$ cat config.mk
export PLATFORM = sky130hd
export DESIGN_NAME = veririsc_sequencer_flat
export DESIGN_NICKNAME = d
export VERILOG_FILES = /design/src/rtl/veririsc_pkg.sv /design/src/rtl/veririsc_sequencer_if.sv /design/src/rtl/seq_decode.sv /design/src/rtl/veririsc_sequencer.sv /design/src/flat_wrapper.sv
export SDC_FILE = /design/constraint.sdc
export NUM_CORES = 1
export LEC_CHECK = 0
export ABC_AREA = 1
export CORE_UTILIZATION = 48
export DETAILED_ROUTE_END_ITERATION = 8
export MAX_ROUTING_LAYER = met4
export PLACE_DENSITY = 0.75
export SLEW_MARGIN = 30
export SYNTH_ARGS = -nofsm -noshare
export SYNTH_HDL_FRONTEND = slang
export SYNTH_HIERARCHICAL = 1
export SYNTH_SLANG_ARGS = --single-unit
$ cat constraint.sdc
create_clock -name clk -period 1.4 [get_ports clk]
set_input_delay 0.35 -clock clk [delete_from_list [all_inputs] [get_ports clk]]
set_output_delay 0.35 -clock clk [all_outputs]
set_load 0.05 [all_outputs]
$ cat src/rtl/veririsc_pkg.sv
// rtl/veririsc_pkg.sv - VeriRISC opcode and phase types shared by the sequencer files
package veririsc_pkg;

    localparam int OPC_W = 3;

    typedef enum logic [OPC_W-1:0] {
        HLT = 3'd0,
        SKZ = 3'd1,
        ADD = 3'd2,
        AND = 3'd3,
        XOR = 3'd4,
        LDA = 3'd5,
        STO = 3'd6,
        JMP = 3'd7
    } opcode_t;

    typedef enum logic [2:0] {
        INST_ADDR  = 3'd0,
        INST_FETCH = 3'd1,
        INST_LOAD  = 3'd2,
        IDLE       = 3'd3,
        OP_ADDR    = 3'd4,
        OP_FETCH   = 3'd5,
        ALU_OP     = 3'd6,
        STORE      = 3'd7
    } phase_t;

    // Instructions that read an operand from memory into the accumulator path.
    function automatic logic is_aluop(opcode_t op);
        return (op == ADD) || (op == AND) || (op == XOR) || (op == LDA);
    endfunction

endpackage

$ cat src/rtl/veririsc_sequencer_if.sv
// rtl/veririsc_sequencer_if.sv - sequencer control/strobe bundle; SEQ_SINGLE_STEP_EN adds step_mode/step
interface veririsc_sequencer_if;
    import veririsc_pkg::*;

    logic             enab;
    logic [OPC_W-1:0] opcode;
    logic             zero;
    logic             mem_ready;
`ifdef SEQ_SINGLE_STEP_EN
    logic             step_mode;
    logic             step;
`endif
    logic             sel;
    logic             rd;
    logic             wr;
    logic             ld_ir;
    logic             ld_ac;
    logic             inc_pc;
    logic             ld_pc;
    logic             data_e;
    logic             halt;
    logic             mem_err;

    modport master (
`ifdef SEQ_SINGLE_STEP_EN
        input  step_mode, step,
`endif
        input  enab, opcode, zero, mem_ready,
        output sel, rd, wr, ld_ir, ld_ac, inc_pc, ld_pc, data_e, halt, mem_err
    );

    modport slave (
`ifdef SEQ_SINGLE_STEP_EN
        output step_mode, step,
`endif
        output enab, opcode, zero, mem_ready,
        input  sel, rd, wr, ld_ir, ld_ac, inc_pc, ld_pc, data_e, halt, mem_err
    );

endinterface

$ cat src/rtl/seq_decode.sv
// rtl/seq_decode.sv - combinational phase/opcode decode into the nine datapath strobes
module seq_decode
    import veririsc_pkg::*;
(
    input  phase_t  phase,
    input  opcode_t opc,
    input  logic    zero,
    input  logic    halted,
    output logic    sel,
    output logic    rd,
    output logic    wr,
    output logic    ld_ir,
    output logic    ld_ac,
    output logic    inc_pc,
    output logic    ld_pc,
    output logic    data_e,
    output logic    halt
);

    logic aluop;
    assign aluop = is_aluop(opc);

    always_comb begin
        sel    = 1'b0;
        rd     = 1'b0;
        wr     = 1'b0;
        ld_ir  = 1'b0;
        ld_ac  = 1'b0;
        inc_pc = 1'b0;
        ld_pc  = 1'b0;
        data_e = 1'b0;
        halt   = halted;
        if (!halted) begin
            case (phase)
                INST_ADDR:  sel = 1'b1;
                INST_FETCH: begin
                    sel = 1'b1;
                    rd  = 1'b1;
                end
                INST_LOAD, IDLE: begin
                    sel   = 1'b1;
                    rd    = 1'b1;
                    ld_ir = 1'b1;
                end
                OP_ADDR:    inc_pc = 1'b1;
                OP_FETCH:   rd = aluop;
                ALU_OP: begin
                    rd     = aluop;
                    inc_pc = (opc == SKZ) && zero;
                    ld_pc  = (opc == JMP);
                    data_e = (opc == STO);
                end
                STORE: begin
                    rd     = aluop;
                    ld_ac  = aluop;
                    ld_pc  = (opc == JMP);
                    wr     = (opc == STO);
                    data_e = (opc == STO);
                end
                default: ;
            endcase
        end
    end

endmodule

$ cat src/rtl/veririsc_sequencer.sv
// rtl/veririsc_sequencer.sv - VeriRISC 8-phase sequencer with memory-wait timeout and sticky halt
// Optional single-step control via SEQ_SINGLE_STEP_EN.
module veririsc_sequencer
    import veririsc_pkg::*;
#(
    parameter int STALL_TIMEOUT = 15
) (
    input  logic                  clk,
    input  logic                  rst,
    veririsc_sequencer_if.master  bus
);

    phase_t     phase, phase_nxt;
    opcode_t    opc_q, opc_nxt;
    logic [7:0] stall_cnt, cnt_nxt;
    logic       halted, halted_nxt;
    logic       mem_err_q, err_nxt;

    logic waiting, stalled, timeout, advance, step_ok;

    // Phases that hold until memory acknowledges the access.
    assign waiting = (phase == INST_FETCH)
                   || ((phase == OP_FETCH) && is_aluop(opc_q))
                   || ((phase == STORE) && (opc_q == STO));
    assign stalled = bus.enab && !halted && waiting && !bus.mem_ready;
    assign timeout = stalled && (stall_cnt == 8'(STALL_TIMEOUT - 1));
    assign advance = bus.enab && !halted && !(waiting && !bus.mem_ready) && step_ok;

`ifdef SEQ_SINGLE_STEP_EN
    logic step_q, step_pend, step_rise, pend_nxt;

    assign step_rise = bus.step && !step_q;
    // A step edge seen mid-instruction is remembered for the next INST_ADDR.
    assign step_ok   = !bus.step_mode || (phase != INST_ADDR) || step_rise || step_pend;
    assign pend_nxt  = bus.step_mode && (step_pend || step_rise)
                       && !(advance && (phase == INST_ADDR));

    always_ff @(posedge clk or negedge rst) begin
        if (!rst) begin
            step_q    <= 1'b0;
            step_pend <= 1'b0;
        end else begin
            step_q    <= bus.step;
            step_pend <= pend_nxt;
        end
    end
`else
    assign step_ok = 1'b1;
`endif

    always_ff @(posedge clk or negedge rst) begin
        if (!rst) begin
            phase     <= INST_ADDR;
            opc_q     <= HLT;
            stall_cnt <= 8'd0;
            halted    <= 1'b0;
            mem_err_q <= 1'b0;
        end else begin
            phase     <= phase_nxt;
            opc_q     <= opc_nxt;
            stall_cnt <= cnt_nxt;
            halted    <= halted_nxt;
            mem_err_q <= err_nxt;
        end
    end

    always_comb begin
        phase_nxt  = phase;
        opc_nxt    = opc_q;
        cnt_nxt    = stall_cnt;
        halted_nxt = halted;
        err_nxt    = mem_err_q;
        if (advance) begin
            phase_nxt = phase_t'(3'(phase + 3'd1));
            cnt_nxt   = 8'd0;
            if (phase == INST_LOAD) begin
                opc_nxt = opcode_t'(bus.opcode);
            end
            if ((phase == OP_ADDR) && (opc_q == HLT)) begin
                halted_nxt = 1'b1;
            end
        end else if (timeout) begin
            err_nxt    = 1'b1;
            halted_nxt = 1'b1;
        end else if (stalled) begin
            cnt_nxt = stall_cnt + 8'd1;
        end
    end

    seq_decode u_decode (
        .phase  (phase),
        .opc    (opc_q),
        .zero   (bus.zero),
        .halted (halted),
        .sel    (bus.sel),
        .rd     (bus.rd),
        .wr     (bus.wr),
        .ld_ir  (bus.ld_ir),
        .ld_ac  (bus.ld_ac),
        .inc_pc (bus.inc_pc),
        .ld_pc  (bus.ld_pc),
        .data_e (bus.data_e),
        .halt   (bus.halt)
    );

    assign bus.mem_err = mem_err_q;

endmodule
$ cat src/flat_wrapper.sv
// flat-port wrapper written by rule: the top's interface ports become plain ports
module veririsc_sequencer_flat import veririsc_pkg::*;
#(
    parameter int STALL_TIMEOUT = 15
)
  (clk, rst, bus_enab, bus_opcode, bus_zero, bus_mem_ready, bus_sel, bus_rd, bus_wr, bus_ld_ir, bus_ld_ac, bus_inc_pc, bus_ld_pc, bus_data_e, bus_halt, bus_mem_err);
  veririsc_sequencer_if bus_i ();
  input  logic clk;
  input  logic rst;
  input wire logic [$bits(bus_i.enab)-1:0] bus_enab;
  input wire logic [$bits(bus_i.opcode)-1:0] bus_opcode;
  input wire logic [$bits(bus_i.zero)-1:0] bus_zero;
  input wire logic [$bits(bus_i.mem_ready)-1:0] bus_mem_ready;
  output wire logic [$bits(bus_i.sel)-1:0] bus_sel;
  output wire logic [$bits(bus_i.rd)-1:0] bus_rd;
  output wire logic [$bits(bus_i.wr)-1:0] bus_wr;
  output wire logic [$bits(bus_i.ld_ir)-1:0] bus_ld_ir;
  output wire logic [$bits(bus_i.ld_ac)-1:0] bus_ld_ac;
  output wire logic [$bits(bus_i.inc_pc)-1:0] bus_inc_pc;
  output wire logic [$bits(bus_i.ld_pc)-1:0] bus_ld_pc;
  output wire logic [$bits(bus_i.data_e)-1:0] bus_data_e;
  output wire logic [$bits(bus_i.halt)-1:0] bus_halt;
  output wire logic [$bits(bus_i.mem_err)-1:0] bus_mem_err;
  assign bus_i.enab = bus_enab;
  assign bus_i.opcode = bus_opcode;
  assign bus_i.zero = bus_zero;
  assign bus_i.mem_ready = bus_mem_ready;
  assign bus_sel = bus_i.sel;
  assign bus_rd = bus_i.rd;
  assign bus_wr = bus_i.wr;
  assign bus_ld_ir = bus_i.ld_ir;
  assign bus_ld_ac = bus_i.ld_ac;
  assign bus_inc_pc = bus_i.inc_pc;
  assign bus_ld_pc = bus_i.ld_pc;
  assign bus_data_e = bus_i.data_e;
  assign bus_halt = bus_i.halt;
  assign bus_mem_err = bus_i.mem_err;
  veririsc_sequencer #(.STALL_TIMEOUT(STALL_TIMEOUT)) u_core (.clk(clk), .rst(rst), .bus(bus_i));
endmodule
Word level (Yosys, flattened, before mapping)
Index checks and enable logic that the tools add are counted.
{ "classes": {"muxes": 22, "order_cmp": 0, "n_addsub": 2, "n_reduce_logical": 31, "div": 0, "shift": 0, "eq_ne": 17, "multipliers": 0, "n_bitwise": 1} }
{ "ops": {"columns": ["operator", "count"], "rows": [
  ["3-bit == test, second input constant", 8],
  ["8-bit 2-to-1 mux", 3],
  ["1-bit 2-to-1 mux", 17],
  ["3-bit by 2-bit == test with 1-bit output, second input constant", 4],
  ["1-bit logical AND", 10],
  ["8-bit by 1-bit adder with 8-bit output, second input constant", 1],
  ["8-bit by 4-bit == test with 1-bit output, second input constant", 1],
  ["2-bit AND reduction", 4],
  ["3-bit by 1-bit == test with 1-bit output, second input constant", 2],
  ["3-bit zero test", 2],
  ["3-bit OR reduction", 2],
  ["1-bit logical OR", 5],
  ["2-bit inequality test, second input constant", 2],
  ["1-bit case mux with 2 select lines", 2],
  ["2-bit nonzero test", 2],
  ["2-bit OR reduction", 2],
  ["4-bit OR reduction", 1],
  ["3-bit by 1-bit adder with 3-bit output, second input constant", 1],
  ["1-bit zero test", 3],
  ["1-bit NOT", 1]
]} }
{ "word_totals": {"romBits": 0, "inputBits": 8, "latchBits": 0, "ramBits": 0, "out_inout_bits": 10, "n_memories": 0, "wordCells": 78, "register_bits": 16} }

Depth between registers and ports, before layout
{ "logic_depth": {"word_depth": 12, "depth_mapped": 11, "depth_no_buf": 11} }

Cells and area by module
Netlist, hierarchy kept.
{ "by_module_without_submodules": {"columns": ["mod", "seq_area_each_um2", "cells_per_inst", "area_per_inst_um2", "instances"], "rows": [
  ["veririsc_sequencer", 400.4, 130, 1034.7, 1],
  ["seq_decode", 0.0, 27, 123.9, 1]
]} }

Least setup slack after synthesis
OpenSTA, ideal clock, no wires.
{ "synth_path": {"kind": "register -> output", "start": "register u_core.halted", "end": "output port bus_ld_ir", "t_arrival_ns": 1.698, "path_stages_with_launch": 2, "setup_slack_ns": -0.648, "required_ns": 1.050, "path_buffers": 0, "path_cell_list": "dfrtp_1 -> nor3b_1"} }
{ "synth_between": {"elab_chain_len": 1} }
{ "synth_lines": {"columns": ["item", "line", "source"], "rows": [
  ["start: declaration", "veririsc_sequencer.sv:16", "logic halted, halted_nxt;"],
  ["start signal: assignment", "veririsc_sequencer.sv:62", "halted <= halted_nxt;"],
  ["1-bit 2-to-1 mux", "seq_decode.sv:33", "if (!halted) begin"],
  ["end: declaration", "flat_wrapper.sv:17", "output wire logic [$bits(bus_i.ld_ir)-1:0] bus_ld_ir;"]
]} }
Every way passes these cells.

Final worst setup path
{ "layout_path": {"start": "register u_core.opc_q[0]", "end": "output port bus_wr"} }
{ "layout_between": {"elab_chain_len": 3} }
{ "layout_lines": {"columns": ["item", "line", "source"], "rows": [
  ["start: declaration", "veririsc_sequencer.sv:14", "opcode_t opc_q, opc_nxt;"],
  ["start signal: assignment", "veririsc_sequencer.sv:60", "opc_q <= opc_nxt;"],
  ["3-bit == test", "seq_decode.sv:57", "wr = (opc == STO);"],
  ["1-bit 2-to-1 mux", "seq_decode.sv:34", "case (phase)"],
  ["1-bit 2-to-1 mux", "seq_decode.sv:33", null],
  ["end: declaration", "flat_wrapper.sv:16", "output wire logic [$bits(bus_i.wr)-1:0] bus_wr;"]
]} }
Every way passes these cells.

==> reports/summary.txt <==
Outcome: finished with violations
Failing checks: negative setup slack
Worst reg2reg path depth: 9
Via-per-instance ratio: 5.58
Area enclosed by the die boundary: 2610 um^2
Kind of path behind the tightest hold check: in -> async
Beginning of the critical path: u_core/opc_q[0]$_DFFE_PN0P_
# nets final: 217
Clock insertion delay at the later pin of the skew report: 0.31 ns
Num CTS Buffers: 3
Buffer depth of the longest clock path: 2
Part of the cycle the worst path needs: 1.26
Die Width: 51.1 um
Max IR drop VDD: 0.504 mV
Vertical extent of the die: 51.1 um
Portion of the post-synthesis area used by sequential elements: 0.346
Setup clock skew after layout: 0.0232 ns
Fraction of post-synthesis cell area in the top cell type by area: 0.346
Initial DRC count: 35
Sum of routed wire length over all layers: 3.83 mm
Synthesized area per cell: 7.38 um^2
Post-layout instance count excluding filler cells: 229
RSZ-0062 raised after global routing: true
Number of enable flip-flop cells after synthesis: 0
Vias in the first global route: 1202
Top post-synthesis cells by area: dfrtp_1 35%, nand2_1 17%, ha_1 7.6%, inv_1 7.5%, nand4_1 7.0%
Data required time at the worst endpoint: 1.05 ns
Largest area contributor in the synthesized netlist: dfrtp_1
Overflow left after global routing: 0
Cells traversed along the worst timing path: nand3b_1 -> nor3_4 -> buf_12
Antenna Nets Post-Route: 0
Fraction of final layout cells with drive strength greater than 1: 0.443
Number of cells on the critical path: 3
DRC violation count after routing: 0
Highest-delay cell along the critical path: dfrtp_1
Flip-flop cell with the highest count after synthesis: dfrtp_1
Number of nets produced by synthesis: 172
Cell at the root of the clock tree: clkbuf_4
Number of port buffers: 17
Total power: 0.000822 W
Maximum fanout encountered on the critical timing path: 2
Worst reg-to-reg setup slack: -0.22 ns
Sink Count: 16
Drt first pass iters: 4
Category of the most critical setup path: reg -> out
Number of unique standard cell types used by synthesis: 23
Final-report setup violation count: 25
Leakage power of the design: 0.989 nW
Count of antenna diodes in the layout: 0
Fill count: 108
Worst max-slew margin expressed relative to the limit: 0.822
Pin count of the biggest net entering global routing: 17
Combined area of all synthesized cells: 1160 um^2
Tot GR Track Use: 0.290
Final setup slack of the worst path: -0.368 ns
Global-route wire length before repair: 5.35 mm
Max-slew violation count: 0
Measured slew at the worst slew-check pin: 0.266 ns
Peak per-stage delay on the critical path: 0.40 ns
Final min period: 1.77 ns
Maximum frequency from static timing analysis: 566 MHz
Proportion of synthesized flip-flops having asynchronous set or reset: 1.00
Num rows: 17
Number of hold buffers added after CTS: 0
Final Hold Viols: 0
CTS tree: yes
Initial core utilization: 0.519
Worst path top cell family by delay: simple AND/OR/NAND/NOR gates
Worst Setup Start Kind: flip-flop
Antenna violations before repair: 0
Worst hold slack after final layout: 0.357 ns
Worst setup path end: bus_wr
Worst Setup End Kind: output port
Endpoint arrival time on the critical path: 1.42 ns
Synthesis Warnings: 6
Sequential cell area: 408 um^2
Pwr per Cell Area: 417 nW/um^2
Number of flip-flops and latches in the synthesized netlist: 16
Global placer's final weighted congestion: 0.847
Count of maximum capacitance violations: 0
CTS clk-pin slew, worst paths: 0.11 ns
Top-level I/O count: 18
Worst r2r dst: u_core/stall_cnt[3]$_DFFE_PN0P_
Area growth, synth to finish: 70.0%
Routed via count: 1278
Ranking of synthesized cells by instance count: 52 x nand2_1, 23 x inv_1, 16 x dfrtp_1
Post-synthesis instance total: 157
Mean routed wirelength per cell: 16.7 um
HPWL after detailed placement: 2.18 mm
Cell count after placement: 216
Startpoint of the most critical register-to-register path: u_core/phase[1]$_DFFE_PN0N_
Buffer and inverter count on the worst path: 1
Most frequent cell after synthesis: nand2_1
Core area: 2230 um^2
Total number of H-tree levels: 1
Setup slack at placement: -0.231 ns
Multi-input logic area: 897 um^2
layout make-up:
cell class,instances,area share
multi-input combinational,113,0.456
timing repair buffer,42,0.252
sequential,16,0.207
inverter,26,0.0546
tap,28,0.0178
clock buffer,4,0.0133
worst min-delay path by stage:
stage	start	end	cells after the start
2_1_floorplan	rst	u_core/bus.mem_err$_DFFE_PN0P_	0
3_3_place_gp	u_core/stall_cnt[7]$_DFFE_PN0P_	u_core/stall_cnt[7]$_DFFE_PN0P_	2
3_5_place_dp	u_core/stall_cnt[7]$_DFFE_PN0P_	u_core/stall_cnt[7]$_DFFE_PN0P_	2
4_1_cts	rst	u_core/bus.mem_err$_DFFE_PN0P_	2
5_1_grt	rst	u_core/bus.mem_err$_DFFE_PN0P_	2
6_report	rst	u_core/bus.mem_err$_DFFE_PN0P_	2
per-layer routing:
metal / share of wire / up-vias / GRT usage
li1: - / 589 / -
met1: 0.38 / 614 / 0.310
met3: 0.071 / 14 / 0.0685
met2: 0.52 / 61 / 0.520
met5: 0 / - / -
met4: 0.027 / 0 / 0.102
registers in the layout (all words and copies together) (netlist names):
signal and cells:
u_core/bus.mem_err 1, u_core/halted 1, u_core/opc_q 3, u_core/phase 3
u_core/stall_cnt 8
cells by family (layout without fill, tap and decap cells):
family | count (synthesis) | in the layout | synth area share
fa+ha+maj | 7 | 7 | 0.0756
simple gates | 97 | 97 | 0.425
buf+inv | 28 | 72 | 0.0950
xor+xnor | 6 | 6 | 0.0454
flops | 16 | 16 | 0.346
compound gates | 3 | 3 | 0.0130
per-stage QoR:
stage,instance area (um^2),util,setup TNS (ns)
after floorplan,1290,-,-0.400
after global placement,1710,0.765,-2.87
after detailed placement,1710,0.765,-3.63
after CTS,1870,0.836,-4.41
after global routing,1970,0.882,-6.46
final,1970,0.882,-5.12
cells in the final DEF (no fill, tap or decap):
| cell | count |
|---|---|
| ha_4 | 3 |
| nand4_1 | 13 |
| nor2_2 | 1 |
| nand3_4 | 3 |
| clkbuf_1 | 1 |
| inv_2 | 3 |
| inv_4 | 1 |
| nor3_4 | 3 |
| inv_8 | 1 |
| nor2_1 | 7 |
| buf_12 | 10 |
| nor2_4 | 4 |
| inv_1 | 21 |
| buf_4 | 15 |
| nand3b_4 | 1 |
| clkdlybuf4s50_1 | 7 |
| a21oi_4 | 2 |
| ha_1 | 4 |
| clkbuf_4 | 3 |
| o21ai_1 | 1 |
| nand3_1 | 5 |
| nand2_8 | 3 |
| dfrtp_1 | 10 |
| nor2_8 | 1 |
| nand2_2 | 14 |
| nand3_2 | 1 |
| nor3b_4 | 1 |
| nand3b_1 | 2 |
| nand2_1 | 35 |
| buf_6 | 10 |
| nand2_4 | 3 |
| xor2_1 | 6 |
| dfrtp_2 | 6 |
report_power, final:
part	switching, W	internal [W]	total (W)
combinational	0.0000448	0.0000382	0.0000831
clock	0.000162	0.000111	0.000274
sequential	0.00000127	0.000463	0.000465
repair_timing:
item | in CTS | in global routing
setup endpoints to repair | 24 | 25
resized for setup | 19 | 29
buffers inserted | 9 | 2
pin swaps | 7 | 16
gates cloned | 0 | 0
endpoints found under the hold margin | 0 | 0
No activity file was read; power rests on OpenSTA's default activity.
==> RTL change (same settings) <==
`STALL_TIMEOUT` is set to 15 in 2 places; all go to 7.
--- a/src/rtl/veririsc_sequencer.sv
+++ b/src/rtl/veririsc_sequencer.sv
@@ -5,3 +5,3 @@
 #(
-    parameter int STALL_TIMEOUT = 15
+    parameter int STALL_TIMEOUT = 7
 ) (
--- a/src/flat_wrapper.sv
+++ b/src/flat_wrapper.sv
@@ -3,3 +3,3 @@
 #(
-    parameter int STALL_TIMEOUT = 15
+    parameter int STALL_TIMEOUT = 7
 )
Behaviour: not the same (a bounded check fails within 10 cycles, from zero or initial values and one cycle with rst low).
==> RTL change against the unedited design <==
- the run still ends with negative setup slack left
- synthesized area increased by 0.65%
- power up 3.3%
- sequential cell count unchanged
- setup slack better by 0.045 ns
- wire length shrank 2.8%
- die area is 0.63% higher
- count of clock-buffer cells in the layout did not move
- design area up 1.1%
==> RTL change: results (changes against the unedited design) <==
result_of_the_run: "finished with violations"  # unchanged
failed_checks: "negative setup slack"  # unchanged
grt.total_usage_pct: 30.5  # was 29.0%
timing.final.ws_setup_ns: -0.323  # was -0.368 ns
globalplace.congestion: 0.855  # was 0.847
synth-xor-area-share_pct: 3.76  # was 4.54%
synth.area.top_cells: "dfrtp_1 (34%), nand2_1 (17%), inv_1 (7.7%)"  # was dfrtp_1 (35%), nand2_1 (17%), ha_1 (7.6%)
gr-usage-met2_pct: 55.0  # was 52.0%
dr_wl_met2_um: 2050  # was 1980 µm
wire_length_of_the_first_global_routing_pass_um: 5710  # was 5350 µm
grt_use_met1_pct: 34.0  # was 31.0%
viasPerCell: 5.49  # was 5.58
r2r-start: "u_core/phase[2]"  # was u_core/phase[1]
fin_cells: 236  # was 229
clkSlewWorstSetupHoldPaths_ns: 0.09  # was 0.11 ns
timing.final.setup_violations: 25  # unchanged
ff2ff_path_depth: 8  # was 9
via_count_of_the_first_global_routing_pass: 1261  # was 1202
ys_top_cells_by_count: "nand2_1 (54), inv_1 (24), dfrtp_1 (16)"  # was nand2_1 (52), inv_1 (23), dfrtp_1 (16)
place.detailed.instances: 223  # was 216
power.switching_fraction_pct: 22.6  # was 25.4%
drive_above_1_share_pct: 45.2  # was 44.3%
fin_setup_tns_ns: -5.39  # was -5.12 ns
drt_iter0_drc: 38  # was 35
synth.lib_cells_used.distinct: 22  # was 23
m1WireLength_um: 1420  # was 1480 µm
power_frac_seq_pct: 54.7  # was 56.6%
-- RTL change: cell types whose count changed after synthesis --
cell and delta:
xor2_1 -1, inv_1 +1, buf_2 -1, inv_2 +2, nand2_1 +2, buf_1 +1, nor2_1 +1, nand3b_1 -1
nand3_1 +3, nand3b_4 -1, buf_4 +1
-- RTL change: worst min path at each step --
stage                              startpoint                  end  slack (ns)  cells after the start
after floorplan                           rst   u_core/bus.mem_err        0.05                      0
after global placement    u_core/stall_cnt[7]  u_core/stall_cnt[7]        0.49                      2
after detailed placement  u_core/stall_cnt[7]  u_core/stall_cnt[7]        0.51                      2
after CTS                                 rst      u_core/opc_q[2]        0.38                      2
after global routing                      rst   u_core/bus.mem_err        0.39                      2
final                                     rst   u_core/bus.mem_err        0.38                      2
-- RTL change: area by class of cell --
type	instances	area, µm²
inverters	29	124
well taps	28	35.0
flip-flops and latches	16	408
multi-input cells	116	888
fillers	102	264
repair buffers	43	499
clock buffers	4	36.3
-- RTL change: logic make-up after synthesis --
logic type | Yosys count
flip-flops | 16
AO/OA/AOI/OAI | 3
adder cells (fa/ha/maj) | 7
XOR/XNOR | 5
buffers and inverters | 32
AND/OR/NAND/NOR | 101
-- RTL change: worst register-to-register path: cells and delay by family, from the launching register on --
kind / cells / cell delay (ns)
fa+ha+maj: 1 / 0.14
buf+inv: 2 / 0.27
xor+xnor: 1 / 0.15
flops: 1 / 0.49
simple gates: 4 / 0.47
-- RTL change: timing repair --
| action | 4_1_cts | 5_1_grt |
|---|---|---|
| pin swaps | 9 | 18 |
| setup endpoints to repair | 25 | 25 |
| resized for setup | 16 | 33 |
| buffers inserted | 7 | 3 |
